===== src/rtl/inst_fetch_unit.sv =====
// Instruction fetch stage: PC, ROM addressing, one-entry output slot with valid/ready,
// Start/Halt sequencing and branch flush. Optional stall counter under FETCH_STALLCNT_EN.
module inst_fetch_unit #(
    parameter int unsigned     AW         = 10,
    parameter int unsigned     IW         = 9,
    parameter logic [AW-1:0]   START_ADDR = '0,
    parameter logic [IW-1:0]   HALT_WORD  = '1
) (
    input  logic          Clk,
    input  logic          Reset,
    input  logic          Start,
    input  logic [1:0]    BrType,
    input  logic          Zero,
    input  logic          BrRel,
    input  logic [AW-1:0] DestAddr,
    output logic [AW-1:0] InstAddress,
    input  logic [IW-1:0] InstIn,
    output logic [IW-1:0] InstOut,
    output logic [AW-1:0] InstPC,
    output logic          InstValid,
    input  logic          InstReady,
    output logic          Done
`ifdef FETCH_STALLCNT_EN
    ,
    output logic [15:0]   StallCount
`endif
);

    typedef enum logic [1:0] {
        S_IDLE   = 2'd0,
        S_RUN    = 2'd1,
        S_HALTED = 2'd2
    } state_t;

    state_t        state;
    logic [AW-1:0] pc;

    logic          br_cond;
    logic          br_taken;
    logic [AW-1:0] br_target;
    logic          slot_free;
    logic          halt_in_slot;

    assign InstAddress = pc;

    // Branch resolution; only acted on while running
    always_comb begin
        br_cond = 1'b0;
        case (BrType)
            2'b01:   br_cond = Zero;
            2'b10:   br_cond = ~Zero;
            2'b11:   br_cond = 1'b1;
            default: br_cond = 1'b0;
        endcase
    end

    assign br_taken     = (state == S_RUN) && br_cond;
    assign br_target    = BrRel ? (pc + DestAddr) : DestAddr;
    assign slot_free    = ~InstValid | InstReady;
    // Fetch stops after the halt word is captured, so it can only sit in the slot
    assign halt_in_slot = InstValid && (InstOut == HALT_WORD);

    always_ff @(posedge Clk) begin
        if (Reset) begin
            state     <= S_IDLE;
            pc        <= START_ADDR;
            InstOut   <= '0;
            InstPC    <= '0;
            InstValid <= 1'b0;
            Done      <= 1'b0;
        end else begin
            case (state)
                S_IDLE: begin
                    if (Start) begin
                        state <= S_RUN;
                        pc    <= START_ADDR;
                    end
                end
                S_RUN: begin
                    if (br_taken) begin
                        pc        <= br_target;
                        InstValid <= 1'b0;
                    end else if (halt_in_slot) begin
                        if (InstReady) begin
                            state     <= S_HALTED;
                            InstValid <= 1'b0;
                            Done      <= 1'b1;
                        end
                    end else if (slot_free) begin
                        InstOut   <= InstIn;
                        InstPC    <= pc;
                        InstValid <= 1'b1;
                        pc        <= pc + AW'(1);
                    end
                end
                S_HALTED: begin
                    if (Start) begin
                        state <= S_RUN;
                        pc    <= START_ADDR;
                        Done  <= 1'b0;
                    end
                end
                default: begin
                    state <= S_IDLE;
                end
            endcase
        end
    end

`ifdef FETCH_STALLCNT_EN
    // Cycles with a word offered but not taken; saturating, cleared when a program starts
    always_ff @(posedge Clk) begin
        if (Reset) begin
            StallCount <= '0;
        end else if (Start && (state != S_RUN)) begin
            StallCount <= '0;
        end else if (InstValid && !InstReady && (StallCount != 16'hFFFF)) begin
            StallCount <= StallCount + 16'd1;
        end
    end
`endif

endmodule


===== config.mk =====
export PLATFORM = sky130hd
export DESIGN_NAME = inst_fetch_unit
export DESIGN_NICKNAME = d
export VERILOG_FILES = /design/src/rtl/inst_fetch_unit.sv
export SDC_FILE = /design/constraint.sdc
export NUM_CORES = 1
export LEC_CHECK = 0
export BUFFER_PORTS_ARGS = -buffer_cell sky130_fd_sc_hd__buf_4
export CORE_UTILIZATION = 33
export CTS_BUF_LIST = sky130_fd_sc_hd__clkbuf_4
export CTS_CLUSTER_SIZE = 40
export DETAILED_ROUTE_END_ITERATION = 6
export PLACE_DENSITY_LB_ADDON = 0.2
export SYNTH_ARGS = -nofsm -noshare
export SYNTH_HDL_FRONTEND = slang
export SYNTH_SLANG_ARGS = --single-unit

===== constraint.sdc =====
create_clock -name Clk -period 2.4 [get_ports Clk]
set_input_delay 0 -clock Clk [delete_from_list [all_inputs] [get_ports Clk]]
set_output_delay 0 -clock Clk [all_outputs]
set_load 0.005 [all_outputs]

# --- Word level (Yosys, flattened, before mapping) ---
# Index checks and enable logic that the tools add are counted.
classes:
  addsub: 2
  mul: 0
  div: 0
  n_lt_le_gt_ge: 0
  eq_ne: 14
  shifts: 0
  mux: 21
  n_bitwise: 5
  n_reduce_logical: 12
ops:
  columns: ["cell", "count"]
  rows:
  - ["$mux W10", 5]
  - ["$pmux W10 S2", 1]
  - ["$reduce_and A4 Y1", 3]
  - ["$add A10 B1 Y10 const B", 1]
  - ["$add A10 B10 Y10", 1]
  - ["$eq A9 B9 Y1 const B", 1]
  - ["$ne A3 B3 Y1 const B", 3]
  - ["$mux W1", 8]
  - ["$mux W2", 4]
  - ["$ne A2 B2 Y1 const B", 4]
  - ["$eq A2 B2 Y1 const B", 3]
  - ["$reduce_and A5 Y1", 1]
  - ["$eq A2 B1 Y1 const B", 2]
  - ["$not A1 Y1", 4]
  - ["$pmux W2 S2", 1]
  - ["$reduce_bool A2 Y1", 2]
  - ["$pmux W1 S3", 1]
  - ["$reduce_and A3 Y1", 1]
  - ["$reduce_bool A3 Y1", 1]
  - ["$logic_and A1 B1 Y1", 2]
  - ["$logic_not A2 Y1", 1]
  - ["$ne A2 B1 Y1 const B", 1]
  - ["$pmux W1 S2", 1]
  - ["$reduce_or A2 Y1", 1]
  - ["$or A1 B1 Y1", 1]
word_totals:
  register_bits: 33
  latchBits: 0
  ram_bits: 0
  mem_bits_ro: 0
  word_cells: 60
  mem_count: 0

# --- Logic depth before layout (Yosys ltp) ---
logic_depth:
  depth_word: 6
  depth_mapped: 9
  ltp_nobuf: 9

# --- Least setup slack after synthesis ---
# Ideal clock, no wire load.
synth_path:
  kind: "reg2reg"
  from: "reg pc[1], in the netlist InstAddress[1]"
  to: "reg pc[7], in the netlist InstAddress[7]"
  arrival_ns: 1.888
  setup_slack_ns: 0.426
  path_stages_with_launch: 8
  n_path_buf: 0
  synth_period_minus_slack_ns: 1.974
  path_cell_list: "dfxtp_1 > ha_1 > a21oi_1 > o2111ai_2 > a21o_1 > a21oi_1 > mux2_2 > a211oi_1"
synth_via:
  elab_chain_len: 5
  word_cells_on_any_way: 7
  classes_between: "add/sub: 2; mux: 5"
synth_lines:
  columns: ["element", "line", "rtl"]
  rows:
  - ["start, declared", "36", "logic [AW-1:0] pc;"]
  - ["start signal, assigned", "81", "pc <= br_target;"]
  - ["start signal, assigned", "93", "pc <= pc + AW'(1);"]
  - ["$add A10 B1 Y10", "93", null]
  - ["$mux W10", "89", "end else if (slot_free) begin"]
  - ["$mux W10", "83", "end else if (halt_in_slot) begin"]
  - ["$mux W10 *", "80", "if (br_taken) begin"]
  - ["$pmux W10 S2 *", "72", "case (state)"]
# Mark *: on every way between the ends. The rest lies on a longest branch, timed or not. The select of a mux whose other input is x is not followed.
# A chain may end at the register's enable or synchronous reset.

# --- Final worst setup path ---
layout_path:
  from: "reg pc[5], in the netlist InstAddress[5]"
  to: "reg pc[9], in the netlist InstAddress[9]"
# The elaborated chain is that of the path after synthesis.

==> run metrics <==
Vert. Die Dim 83.7 µm; Max Root-Sink Buffers 2; fill cell count between 600 and 700; via count 2195; Sum Neg Setup Slack 0 ps; DIE AREA 7010 µm²; ys async rst share 0; # nets final 383; HP Class in2reg; Cell Chain, Critical Path ha_1, a211o_1, a21oi_2, nor4_1, a221o_1, a211oi_1, o21ai_1; Int Pwr 0.000831 W; Seq cells post-synth 33; reg2reg setup slack 350 ps; endpoints failing setup 0; max-slew violations 0; P_sw 0.000400 W; IO Port Bufs 57; Setup WS post-layout 347 ps; CORE AREA ~6400 µm²; Crit path required time approximately 2700 ps; Tot GR Track Use 0.176; Synth Area in Adders 0.0659; initial antenna violation count 0; ys flop type dfxtp_1; Synth Area in Simple Gates 0.247; WL final 6010 µm; via/cell ratio 5.19; Slowest Stage Delay on Critical Path 430 ps; first-pass GRT wire length 9870 µm; Site Rows 29; Mapped Cells 274; FF-to-FF End InstAddress[9]$_SDFFE_PP0P_; Starting Density 0.345; Initial DRC Count 81; Final ANT Viol Nets 0; later-pin clock latency in the skew report 350 ps; logic gate share of total power 0.260; GRT overflow 0; Crit Path Category reg2reg; Final period util 0.856; Worst setup EP type register; status finished, final reports clean; Net Sw Frac 0.325; clock network power share 0.265; Register Area approximately 660 µm²; vias in the first global route between 1500 and 2000; Avg WL per Cell 14.2 µm; Post-CTS Resized 0; maximum VDD drop 0.252 mV; H-tree depth 2; root buffer cell clkbuf_4; maximum clock rate 487 MHz; cts bufs inserted 5; Final Skew 15.1 ps; Worst Path Max Fanout 7; Die Width 83.7 µm; Startpoint Class register; hold_sp DestAddr[7]; Seq/Total Area, Yosys 0.300; RePlAce Congestion 0.785; Sequential Power Share 0.476; XOR/XNOR Fraction of Synth Area 0.0358; # DRC 0; Layout Utilization 0.451; Multi-input gate area roughly 1400 µm²; largest family of logic cells by synthesized area compound AO/OA/AOI/OAI gates; CP endpoint InstAddress[9]$_SDFFE_PP0P_; Period minus WS final 2050 ps; max-cap violations 0; Worst Tran Pin Value between 500 and 600 ps; Static Leak 1.20 nW; pwr/cell area roughly 430 nW/µm²; synthesized net count 312; clock sink count 33; Antenna diodes 0; Compound-Gate Fraction of Synth Area 0.248; Layout area overhead 30.7%; drt pass-1 iters 4; Post-synth EDFFs 0; post-DP HPWL 4370 µm; synth unique cells 58; reg2reg start InstAddress[5]$_SDFFE_PP0P_; final hold vios 0; Post-Syn Area per Cell roughly 8.0 µm²; io pins 58; Worst Reg-to-Reg Cells 7; mux cell area share after synthesis 0.0477; crit path from InstAddress[5]$_SDFFE_PP0P_; Worst path slowest cell dfxtp_1; Clk pin slew, worst setup/hold paths 120 ps; CTS tree built; CP arrival 2310 ps; synth warn 0; Post-Synthesis Cell Area between 2000 and 2500 µm²; slew margin rel. 0.644; share of layout cells above drive strength 1 0.283; largest net degree at the start of global routing 35; Setup WS pre-CTS 351 ps; RSZ-0062 raised after global routing no
-- metal layers --
metal | global-route usage | routed length [µm]
met5 | 0 | 0
met4 | 0.0462 | 68
met3 | 0.0485 | 303
met2 | 0.276 | 2740
met1 | 0.238 | 2900
-- layout by cell type (no fill, tap or decap), types with 5 or more instances in the layout --
master / n
dfxtp_1: 33
xnor2_1: 5
nand2_1: 54
o21a_1: 5
o21ai_0: 7
buf_4: 68
clkbuf_4: 5
dlygate4sd3_1: 10
nand3_1: 12
inv_1: 10
nor2_1: 15
ha_1: 10
a21oi_1: 30
mux2i_1: 6
-- kinds of logic after synthesis --
logic type,Yosys count
and+or+nand+nor,110
AOI/OAI and AO/OA,77
DFF,33
buffers and inverters,24
adders and majority gates,11
muxes,10
xor gates and xnor gates,9
-- worst max-delay path, delay by kind of cell, from the launching register on --
family	cells	cell delay (ps)
AOI/OAI and AO/OA	5	1150
adders and majority gates	1	300
DFF	1	430
and+or+nand+nor	1	70
-- cells in the mapped netlist, drive strengths merged (5+ instances only) --
master / count / area share
nand2: 54 / 0.092
a21oi: 34 / 0.087
dfxtp: 33 / 0.30
nor2: 15 / 0.026
nand3: 13 / 0.032
ha: 10 / 0.057
inv: 10 / 0.017
o21ai: 10 / 0.024
buf: 9 / 0.030
nor3: 7 / 0.026
mux2i: 6 / 0.027
o21a: 6 / 0.024
clkbuf: 5 / 0.0085
nor2b: 5 / 0.018
o2111ai: 5 / 0.023
xnor2: 5 / 0.020
-- worst min path at each step --
stage / endpoint / slack, ps / cells after the start
floorplan: InstOut[5]$_SDFFE_PP0P_ / 140 / 2
global placement: InstOut[2]$_SDFFE_PP0P_ / 250 / 3
detailed placement: InstOut[5]$_SDFFE_PP0P_ / 260 / 3
CTS: InstAddress[7]$_SDFFE_PP0P_ / 7 / 3
global route: InstValid$_SDFFE_PP0P_ / 40 / 3
finish: InstAddress[7]$_SDFFE_PP0P_ / 10 / 3
-- cell type report --
class / instances / area share
inverters: 10 / 0.0130
multi-input cells: 217 / 0.493
clock buffers: 5 / 0.0130
repair buffers: 78 / 0.212
flip-flops and latches: 33 / 0.229
clock inverters: 3 / 0.00608
well taps: 77 / 0.0334
-- repair_timing --
action                                 in CTS  in global routing
setup buffers                               0                  0
endpoints found under the hold margin      11                  0
hold buffers                               10                  0
-- per-stage QoR --
| stage | instances | hold slack (ps) | power, W | instance area, µm² |
|---|---|---|---|---|
| global route | 423 | 41.0 | 0.00130 | 2880 |
| finish | 423 | 10.9 | 0.00123 | 2880 |
| detailed placement | 405 | 258 | 0.000905 | 2730 |
| global placement | 405 | 252 | 0.000904 | 2730 |
| CTS | 423 | 6.50 | 0.00124 | 2880 |
| floorplan | 274 | 136 | 0.000789 | 2200 |
-- flip-flops by register name (all words and copies together) (netlist names) --
signal       flops
InstAddress     10
InstPC          10
InstOut          9
state            2
Done             1
InstValid        1
-- power by group through the flow --
stage | Sequential (W) | Combinational (W) | Clock [W]
detailed placement | 0.000599 | 0.000307 | 0
CTS | 0.000586 | 0.000321 | 0.000336
floorplan | 0.000604 | 0.000186 | 0
global route | 0.000589 | 0.000354 | 0.000359
finish | 0.000586 | 0.000319 | 0.000326
global placement | 0.000598 | 0.000306 | 0
No activity file was read; power rests on OpenSTA's default activity.
